**config.mk**
```make
export PLATFORM = sky130hd
export DESIGN_NAME = alu_issue_arbiter
export DESIGN_NICKNAME = d
export VERILOG_FILES = /design/src/rtl/alu_issue_arbiter.sv
export SDC_FILE = /design/constraint.sdc
export NUM_CORES = 1
export LEC_CHECK = 0
export CAP_MARGIN = 25
export CORE_ASPECT_RATIO = 0.6
export CORE_MARGIN = 2
export CORE_UTILIZATION = 29
export DETAILED_ROUTE_END_ITERATION = 10
export PLACE_DENSITY = 0.6
export SKIP_LAST_GASP = 1
export SYNTH_ARGS = -nofsm -noshare
export SYNTH_HDL_FRONTEND = slang
export SYNTH_SLANG_ARGS = --single-unit
```
**constraint.sdc**
```tcl
create_clock -name clk -period 2.9 [get_ports clk]
set_input_delay 0.58 -clock clk [delete_from_list [all_inputs] [get_ports clk]]
set_output_delay 0.58 -clock clk [all_outputs]
set_load 0.01 [all_outputs]
```
**src/rtl/alu_issue_arbiter.sv**
```systemverilog
// alu_issue_arbiter: round-robin issue onto one fixed-latency ALU,
// with a tag shadow pipeline that routes results back and drops flushed ones.
module alu_issue_arbiter #(
  parameter int NUM_REQ = 2,
  parameter int PKT_W   = 64,
  parameter int RES_W   = 32,
  parameter int LAT     = 2
) (
  input  logic                     clk,
  input  logic                     reset,
  input  logic [NUM_REQ-1:0]       req_valid,
  input  logic [NUM_REQ*PKT_W-1:0] req_pkt,
  output logic [NUM_REQ-1:0]       req_ready,
  input  logic [NUM_REQ-1:0]       flush,
  output logic                     alu_in_valid,
  output logic [PKT_W-1:0]         alu_in_pkt,
  input  logic                     alu_out_valid,
  input  logic [RES_W-1:0]         alu_out_res,
  output logic [NUM_REQ-1:0]       resp_valid,
  output logic [RES_W-1:0]         resp_res,
  output logic                     err
);

  localparam int IDW = $clog2(NUM_REQ);
  localparam int SW  = $clog2(LAT + 2);

  typedef logic [PKT_W-1:0] alu_in_pkt_t;

  logic [IDW-1:0] rr;
  logic [IDW-1:0] rr_nxt;
  logic [IDW-1:0] gnt_id;
  logic [IDW-1:0] cand;
  logic           hs;
  logic [NUM_REQ-1:0] elig;
  alu_in_pkt_t    win_pkt;

  logic [LAT:0]   tag_v;
  logic [LAT:0]   tag_k;
  logic [IDW-1:0] tag_id [LAT+1];
  logic [SW-1:0]  sup;
  logic           tail_v;
  logic           ret;

  assign elig = req_valid & ~flush;

  // first eligible requester at or after rr, wrapping
  always_comb begin
    req_ready = '0;
    gnt_id    = '0;
    cand      = '0;
    hs        = 1'b0;
    for (int k = 0; k < NUM_REQ; k++) begin
      cand = IDW'((int'(rr) + k) % NUM_REQ);
      if (!hs && elig[cand]) begin
        hs              = 1'b1;
        gnt_id          = cand;
        req_ready[cand] = 1'b1;
      end
    end
  end

  assign rr_nxt  = (gnt_id == IDW'(NUM_REQ - 1)) ? '0 : gnt_id + 1'b1;
  assign win_pkt = req_pkt[gnt_id*PKT_W +: PKT_W];

  // a flush arriving with the result still kills it
  assign tail_v = tag_v[LAT];
  assign ret    = alu_out_valid & tail_v & ~tag_k[LAT]
                & ~flush[tag_id[LAT]];

  always_ff @(posedge clk) begin
    if (reset) begin
      rr           <= '0;
      alu_in_valid <= 1'b0;
      alu_in_pkt   <= '0;
      resp_valid   <= '0;
      resp_res     <= '0;
      err          <= 1'b0;
      sup          <= SW'(LAT + 1);
      tag_v        <= '0;
      tag_k        <= '0;
      for (int j = 0; j <= LAT; j++) tag_id[j] <= '0;
    end else begin
      alu_in_valid <= hs;
      if (hs) begin
        alu_in_pkt <= win_pkt;
        rr         <= rr_nxt;
      end
      tag_v     <= {tag_v[LAT-1:0], hs};
      tag_k[0]  <= hs & flush[gnt_id];
      tag_id[0] <= gnt_id;
      for (int j = 1; j <= LAT; j++) begin
        tag_k[j]  <= tag_k[j-1]
                   | (tag_v[j-1] & flush[tag_id[j-1]]);
        tag_id[j] <= tag_id[j-1];
      end
      resp_valid <= '0;
      if (ret) begin
        resp_valid[tag_id[LAT]] <= 1'b1;
        resp_res                <= alu_out_res;
      end
      // stale ALU results after reset are not protocol errors
      if (sup != '0) sup <= sup - 1'b1;
      else if (alu_out_valid != tail_v) err <= 1'b1;
    end
  end

endmodule

```
# Word-level counts from Yosys, hierarchy flattened
# Memory sizes are Yosys's and may differ from the RTL's.
# Index checks and enable logic that the tools add are counted.
[op_classes]
shift = 1
mux = 31
bitwise_logic = 18
n_reduce_logical = 8
add_sub_neg = 3
n_lt_le_gt_ge = 9
eq_ne = 1
[ops]
columns = ["operator", "n"]
rows = [
  ["$shiftx A128 B8 Y64", 1],
  ["$mux W1", 26],
  ["$lt A1 B2 Y1 const B", 6],
  ["$and A1 B1 Y1", 6],
  ["$or A1 B1 Y1", 5],
  ["$logic_and A1 B1 Y1", 4],
  ["$mux W2", 2],
  ["$not A1 Y1", 4],
  ["$demux W1 S1", 3],
  ["$ge A1 B1 Y1 const B", 3],
  ["$add A1 B1 Y1 const B", 2],
  ["$and A2 B2 Y2", 1],
  ["$not A2 Y2", 1],
  ["$or A2 B2 Y2", 1],
  ["$reduce_and A2 Y1", 1],
  ["$reduce_bool A2 Y1", 1],
  ["$reduce_or A2 Y1", 1],
  ["$sub A2 B1 Y2 const B", 1],
  ["$logic_not A1 Y1", 1],
  ["$ne A1 B1 Y1", 1],
]
[totals]
memories = 1
elab_cells = 81
ramBits = 3
register_bits = 109
[memory_table]
columns = ["name", "words", "width", "rd", "rd_ports_with_merged_regs", "wr", "line_no", "source"]
rows = [
  ["tag_id", 3, 1, 3, 0, 3, "39", "logic [IDW-1:0] tag_id [LAT+1];"],
]

# Depth between registers and ports, before layout
# Gate-level depths: netlist of run 1.
[logic_depth]
word_depth = 11
ltp_mapped = 6
depth_no_buf = 4

# Worst setup path after synthesis of run 1
# OpenSTA, ideal clock, no wires.
[synth_timing]
path_type = "input-to-output"
startpoint = "in req_valid[1]"
endpoint = "out req_ready[0]"
cell_stages = 4
arrival_ns = 1.521
t_required_ns = 2.320
setup_slack_ns = 0.799
path_cell_list = "nor2b_1 > buf_2 > clkbuf_1 > a21boi_0"
[synth_via]
elab_chain_len = 7
[synth_lines]
columns = ["element", "line_no", "source"]
rows = [
  ["from (decl)", "11", "input logic [NUM_REQ-1:0] req_valid,"],
  ["$and A2 B2 Y2 (*)", "44", "assign elig = req_valid & ~flush;"],
  ["$mux W1 (implied by the code) (2 in a row)", "54", "if (!hs && elig[cand]) begin"],
  ["$mux W1", "54", ""],
  ["$logic_not A1 Y1", "54", ""],
  ["$logic_and A1 B1 Y1", "54", ""],
  ["$mux W2 (*)", "54", ""],
  ["to (decl)", "13", "output logic [NUM_REQ-1:0] req_ready,"],
]
# Mark *: on every way between the ends. The rest lies on a longest branch, timed or not. The select of a mux whose other input is x is not followed.

# Worst setup path after layout of run 1
[layout_timing]
startpoint = "in req_valid[0]"
endpoint = "out req_ready[1]"
# The elaborated chain is that of the path after synthesis.

==> summary.txt, run 1 <==
Synthesis
  • Synth Area per Inst: 8.45 sq um
  • Mapped Area: 0.00540 sq mm
  • Mapped Nets: 808
  • Cell variety after synth: 27
  • Register area share after synthesis: 41.1%
  • Synth Instances: 639
  • Yosys reg bits: 111
  • Yosys warns: 0

Routing
  • Total Wirelength: 19,000 um
  • Iteration-0 DRC Markers: 366
  • Drt wl/cell: 17.2 um
  • Vias per Instance: 4.99
  • DRT Pass-1 Iters: 4
  • Post-DRT Antenna Nets: 0
  • DR vias: 5,512
  • Residual DRC: 0

Place
  • Post-detail-place hpwl: 12,400 um
  • Placed Area: 0.00820 sq mm
  • Port Buffers: 268
  • GP Congestion: 0.747
  • Cells after DPL: 1,087

Critical path
  • Crit Path Class: input port to primary output
  • Crit start category: input port
  • CP max FO: 2
  • Critical Path End Type: primary output
  • Critical Path AT: 2.26 ns
  • Req. time, crit path: 2.32 ns

Die
  • Chip Height: 110 um
  • Initial core utilization: 29.7%
  • Core area: 0.0182 sq mm
  • Die footprint: 0.0198 sq mm
  • # rows: 38
  • Ports: 269
  • Chip Width: 180 um

Timing
  • Achievable Freq: 352 MHz
  • Total negative slack: 0 ns
  • Slew headroom: 46.0%
  • Worst Skew: 0.0130 ns
  • Fin. max-slew vios: 0
  • Setup violations, final: 0
  • Final Hold Fails: 0
  • Period utilization: 98.1%
  • WHS: 0.458 ns
  • RSZ-0062 raised after global routing: false
  • Worst Max-Slew Pin Slew: 0.810 ns
  • Final Critical Period: 2.84 ns

Pwr
  • Cell Pwr Density: 447 mW/mm^2
  • P_leak: 2.86 nW
  • Peak VDD IR: 252 uV

Final layout
  • Final Util: 46.9%
  • Layout cells sized above 1: 5.10%
  • Nets: 1,027
  • Fin cells: 1,104
  • Layout area overhead: 57.7%
  • Most frequent cells in the layout: clkdlybuf4s50_1, dfxtp_1, o21ai_0, nor2b_1, inv_1
  • Fin area: 0.00851 sq mm
  • Fillers: 1,786
  • Commonest non-fill, non-tap cell in the layout: clkdlybuf4s50_1

Run status
  • Outcome: finished clean

Clock network
  • CTS root buffer: clkbuf_16
  • CTS tree: done
  • Post-CTS Setup Bufs: 0
  • Sink Count: 111
  • Clk pin slew, worst setup/hold paths: 0.09 ns
  • Hold buffers post-CTS: 0
  • Clock tree buffer depth: 2
  • PostCTS Resize Cnt: 0
  • CTS buffer count: 9
  • Clk Latency, worst-skew pair: 0.36 ns
  • Number of H-tree levels: 3

GRT
  • Largest net degree at the start of global routing: 132
  • Vias in the first global route: 5,106
  • Initial antenna violation count: 0
  • Grt ovf: 0
  • Total Routing Usage GR: 18.5%
  • Global-route wire length before repair: 29,200 um

Min path
  • Worst hold path type: flop to flop

Job
  • MaxCap Viol Count: 0
cells by family after synthesis:
| group | share of synthesized area, % |
|---|---|
| compound gates | 23.0 |
| buf+inv | 11.0 |
| fa+ha+maj | 0.463 |
| xor+xnor | 0.162 |
| mux | 0.996 |
| other cells | 0.0694 |
| flops | 41.1 |
| simple gates | 23.2 |
state kept, by name, indices dropped and copies added (netlist names), 2 cells and up:
name        count
resp_valid      2
alu_in_pkt     64
tag_k           3
resp_res       32
tag_id          3
sup             2
tag_v           3
per-layer routing:
| metal | up-vias | part of all wire, % | track usage, % |
|---|---|---|---|
| met5 | - | 0 | 0 |
| met4 | 0 | 0.52 | 3.05 |
| met3 | 13 | 8.1 | 5.93 |
| met2 | 180 | 41 | 26.6 |
| met1 | 2592 | 50 | 27.1 |
| li1 | 2727 | - | - |
power breakdown:
group / switching, mW / internal (mW)
Sequential: 0.0507 / 1.62
Combinational: 0.348 / 0.477
Clock: 0.682 / 0.624
area by class of cell:
| cell class | count | area [sq um] | area share (%) |
|---|---|---|---|
| repair buffers | 282 | 2820 | 33.2 |
| multi-input cells | 388 | 2610 | 30.6 |
| flip-flops and latches | 111 | 2220 | 26.1 |
| well taps | 240 | 300 | 3.53 |
| inverters | 66 | 248 | 2.91 |
| clock buffers | 9 | 225 | 2.65 |
| clock inverters | 7 | 86.3 | 1.01 |
| diodes | 1 | 2.50 | 0.0294 |
critical path, cell delays in order:
cell,delay [ns]
clkdlybuf4s50_1,0.47
or3b_2,0.45
and2_2,0.22
clkdlybuf4s50_1,0.54
worst paths after layout:
path	startpoint	endpoint	slack, ns	depth (start not counted)
worst max-delay path	req_valid[0]	req_ready[1]	0.06	4
worst min-delay path	tag_k[0]	tag_k[1]	0.46	2
worst max register to register	rr	alu_in_pkt[21]	1.13	4
worst min register to register	tag_k[0]	tag_k[1]	0.46	2
Yosys cell counts:
cell type	instances	share of area, %
nand3_1	32	3.0
a21oi_1	36	3.3
inv_1	66	4.6
mux2_2	3	0.63
o21ai_0	96	8.9
conb_1	1	0.069
o221ai_1	62	10
or3_1	1	0.12
buf_1	5	0.35
buf_2	7	0.65
nand2b_1	3	0.35
o221ai_2	2	0.56
nor2b_1	72	8.3
dfxtp_1	111	41
mux2i_1	2	0.37
buf_6	8	1.7
or3b_1	1	0.16
or2_2	1	0.12
nor2_1	5	0.35
nand4b_1	64	10
xor2_1	1	0.16
nor4b_1	1	0.16
a21boi_0	1	0.14
clkbuf_1	54	3.8
ha_1	2	0.46
and2_1	1	0.12
nor4_1	1	0.12
per-stage QoR:
step	power [mW]	setup slack, ns
floorplan	2.05	0.799
global placement	2.54	0.0593
detailed placement	2.54	0.0571
CTS	3.86	0.0601
global route	3.99	0.0325
finish	3.80	0.0554
(Power assumes the default switching activity.)
==> run 2: changes to the inputs <==
--- a/config.mk
+++ b/config.mk
@@ -12,6 +12,7 @@
 export DETAILED_ROUTE_END_ITERATION = 10
 export PLACE_DENSITY = 0.6
 export SKIP_LAST_GASP = 1
+export SLEW_MARGIN = 15
 export SYNTH_ARGS = -nofsm -noshare
 export SYNTH_HDL_FRONTEND = slang
 export SYNTH_SLANG_ARGS = --single-unit
==> results of run 2 <==
No change in the layout: final DEF, timing and power equal those of run 1.
==> run 3: changes to the inputs <==
==> constraint.sdc (replaced) <==
create_clock -name clk -period 3 [get_ports clk]
set_input_delay 0.6 -clock clk [delete_from_list [all_inputs] [get_ports clk]]
set_output_delay 0.6 -clock clk [all_outputs]
set_load 0.01 [all_outputs]
==> run 3 against run 2 <==
  * Non-clock buffer count grew 1
  * Critical path depth is the same
  * Routed wire length is 0.21% lower
  * Via count grew 0.69%
  * Register-to-register slack improved by 0.05 ns
==> summary.txt, run 3 (synthesis results as in run 1) <==
Min path
  • Min-Delay Endpoint: tag_k[1]
  • Hold wc startpoint: tag_k[0]
  • Worst Hold Depth: 2 (unchanged)
  • Worst hold path type: flop to flop

Critical path
  • Most Frequent Cell on Critical Path: clkdlybuf4s50_1
  • Critical Path End Type: primary output
  • CP max FO: 2 (unchanged)
  • Critical Path AT: 2.24 ns (-0.02 ns)
  • R2R Setup Slk: 1.18 ns (+0.05 ns)
  • Req. time, crit path: 2.40 ns (+0.08 ns)
  • R2R cell count: 4 (unchanged)
  • Crit start category: input port
  • Critical path, cell by cell: clkdlybuf4s50_1, or3b_2, and2_2, clkdlybuf4s50_1
  • Buf+Inv Stages, Crit Path: 2 (unchanged)
  • Reg2reg start: rr
  • CP peak stage delay: 0.48 ns (-0.06 ns)
  • Crit Path Class: input port to primary output
  • Largest delay share family, worst path: buffers and inverters
  • Crit-path slowest cell: clkdlybuf4s50_1
  • FF-to-FF End: tag_id[0][0]

Final layout
  • Layout area overhead: 58.0%
  • Flip-flop and latch area: 0.00222 sq mm (unchanged)
  • Nets: 1,028 (+0.097%)
  • Most frequent cells in the layout: clkdlybuf4s50_1, dfxtp_1, o21ai_0, nor2b_1, inv_1
  • Layout cells sized above 1: 5.21% (+0.11 points)
  • Ant. Diodes: 0 (-1)
  • Fillers: 1,772 (-0.78%)
  • Largest reg by FF count: alu_in_pkt
  • Fin area: 0.00853 sq mm (+0.24%)
  • Top flop regs: alu_in_pkt: 64 flops, resp_res: 32 flops
  • Fin cells: 1,104 (unchanged)
  • Multi-input gate area: 0.00261 sq mm (unchanged)
  • Number of flip-flops in the largest register: 64 (unchanged)
  • Commonest non-fill, non-tap cell in the layout: clkdlybuf4s50_1

Routing
  • Iteration-0 DRC Markers: 369 (+0.82%)
  • Residual DRC: 0 (unchanged)
  • Total Wirelength: 19,000 um (-0.21%)
  • Vias per Instance: 5.03 (+0.69%)
  • DR vias: 5,550 (+0.69%)
  • DRT Pass-1 Iters: 4 (unchanged)
  • Post-DRT Antenna Nets: 0 (unchanged)
  • Drt wl/cell: 17.2 um (-0.21%)

Timing
  • Period utilization: 94.8%
  • Setup violations, final: 0 (unchanged)
  • Worst Skew: 0.0121 ns (-0.000910 ns)
  • Fin. max-slew vios: 0 (unchanged)
  • Worst Max-Slew Pin Slew: 0.791 ns (-0.0189 ns)
  • RSZ-0062 raised after global routing: false
  • Total negative slack: 0 ns (unchanged)
  • Final Critical Period: 2.84 ns
  • Achievable Freq: 352 MHz
  • Slew headroom: 47.2% (+1.3 points)
  • Final Hold Fails: 0 (unchanged)

Clock network
  • Clk pin slew, worst setup/hold paths: 0.08 ns (about the same)
  • Clock tree buffer depth: 2 (unchanged)
  • CTS buffer count: 9 (unchanged)
  • Sink Count: 111 (unchanged)
  • CTS root buffer: clkbuf_16
  • Clk Latency, worst-skew pair: 0.36 ns (about the same)
  • PostCTS Resize Cnt: 0 (unchanged)
  • Number of H-tree levels: 3 (unchanged)
  • Post-CTS Setup Bufs: 0 (unchanged)
  • Hold buffers post-CTS: 0 (unchanged)
  • CTS tree: done

Die
  • Ports: 269 (unchanged)
  • Core area: 0.0182 sq mm (unchanged)
  • Initial core utilization: 29.7% (unchanged)
  • Die footprint: 0.0198 sq mm (unchanged)
  • Chip Height: 110 um (unchanged)
  • Chip Width: 180 um (unchanged)
  • # rows: 38 (unchanged)

Job
  • MaxCap Viol Count: 0 (unchanged)

Pwr
  • Pwr Total: 3.69 mW (-3.0%)
  • Peak VDD IR: 310 uV (+23%)
  • P_leak: 2.88 nW (+0.48%)
  • Cell Pwr Density: 432 mW/mm^2 (-3.2%)

GRT
  • Initial antenna violation count: 0 (unchanged)
  • Global-route wire length before repair: 29,000 um (-0.76%)
  • Grt ovf: 0 (unchanged)
  • Total Routing Usage GR: 18.4% (-0.045 points)
  • Vias in the first global route: 5,187 (+1.6%)
  • Largest net degree at the start of global routing: 98 (-26%)

Place
  • Placed Area: 0.00822 sq mm (+0.24%)
  • Post-detail-place hpwl: 12,500 um (+1.1%)
  • Port Buffers: 268 (unchanged)
  • Cells after DPL: 1,088 (+0.092%)
  • GP Congestion: 0.777 (+4.1%)

Run status
  • Outcome: finished clean
-- run 3: changes by cell type in the layout (fill, tap and decap cells not counted) --
cell	change
buf_12	+1
clkinv_8	-1
diode_2	-1
inv_12	+1
inv_6	-1
inv_8	+1
-- run 3: routing by layer --
| layer | track usage [%] | vias up | routed length, um |
|---|---|---|---|
| met5 | 0 | - | 0 |
| met4 | 3.40 | 0 | 141 |
| met3 | 5.86 | 9 | 1530 |
| met2 | 27.6 | 200 | 8000 |
| met1 | 26.1 | 2613 | 9300 |
| li1 | - | 2728 | - |
-- run 3: stage by stage --
stage	utilization, %	setup slack [ns]	hold WS [ns]
after floorplan	-	0.859	0.413
after global placement	45.3	0.146	0.424
after detailed placement	45.3	0.144	0.429
after CTS	47.0	0.147	0.459
after global routing	47.0	0.125	0.481
final	47.0	0.157	0.454
-- run 3: where the power goes --
part           switching [mW]  internal [mW]  leakage [nW]
clock                   0.659          0.609         0.153
sequential             0.0491           1.57         0.910
combinational           0.337          0.466          1.81
-- run 3: worst max path at each step --
stage | from | end | slack, ns | cells past startpoint
3_5_place_dp | req_valid[0] | req_ready[1] | 0.14 | 4
2_1_floorplan | req_valid[1] | req_ready[0] | 0.86 | 4
4_1_cts | req_valid[0] | req_ready[1] | 0.15 | 4
3_3_place_gp | req_valid[0] | req_ready[1] | 0.15 | 4
6_report | req_valid[0] | req_ready[1] | 0.16 | 4
5_1_grt | req_valid[0] | req_ready[1] | 0.12 | 4
-- run 3: area by class of cell --
| class | instances | area share (%) |
|---|---|---|
| sequential | 111 | 26.0 |
| clock inverter | 7 | 1.04 |
| clock buffer | 9 | 2.64 |
| inverter | 66 | 2.90 |
| timing repair buffer | 283 | 33.3 |
| multi-input combinational | 388 | 30.6 |
| tap | 240 | 3.52 |
-- run 3: worst reg2reg max path, cell delays in order (launching register included) --
cell and delay (ns):
dfxtp_1 0.33, or3b_2 0.47, and2_2 0.24, buf_4 0.34
nor2b_1 0.32
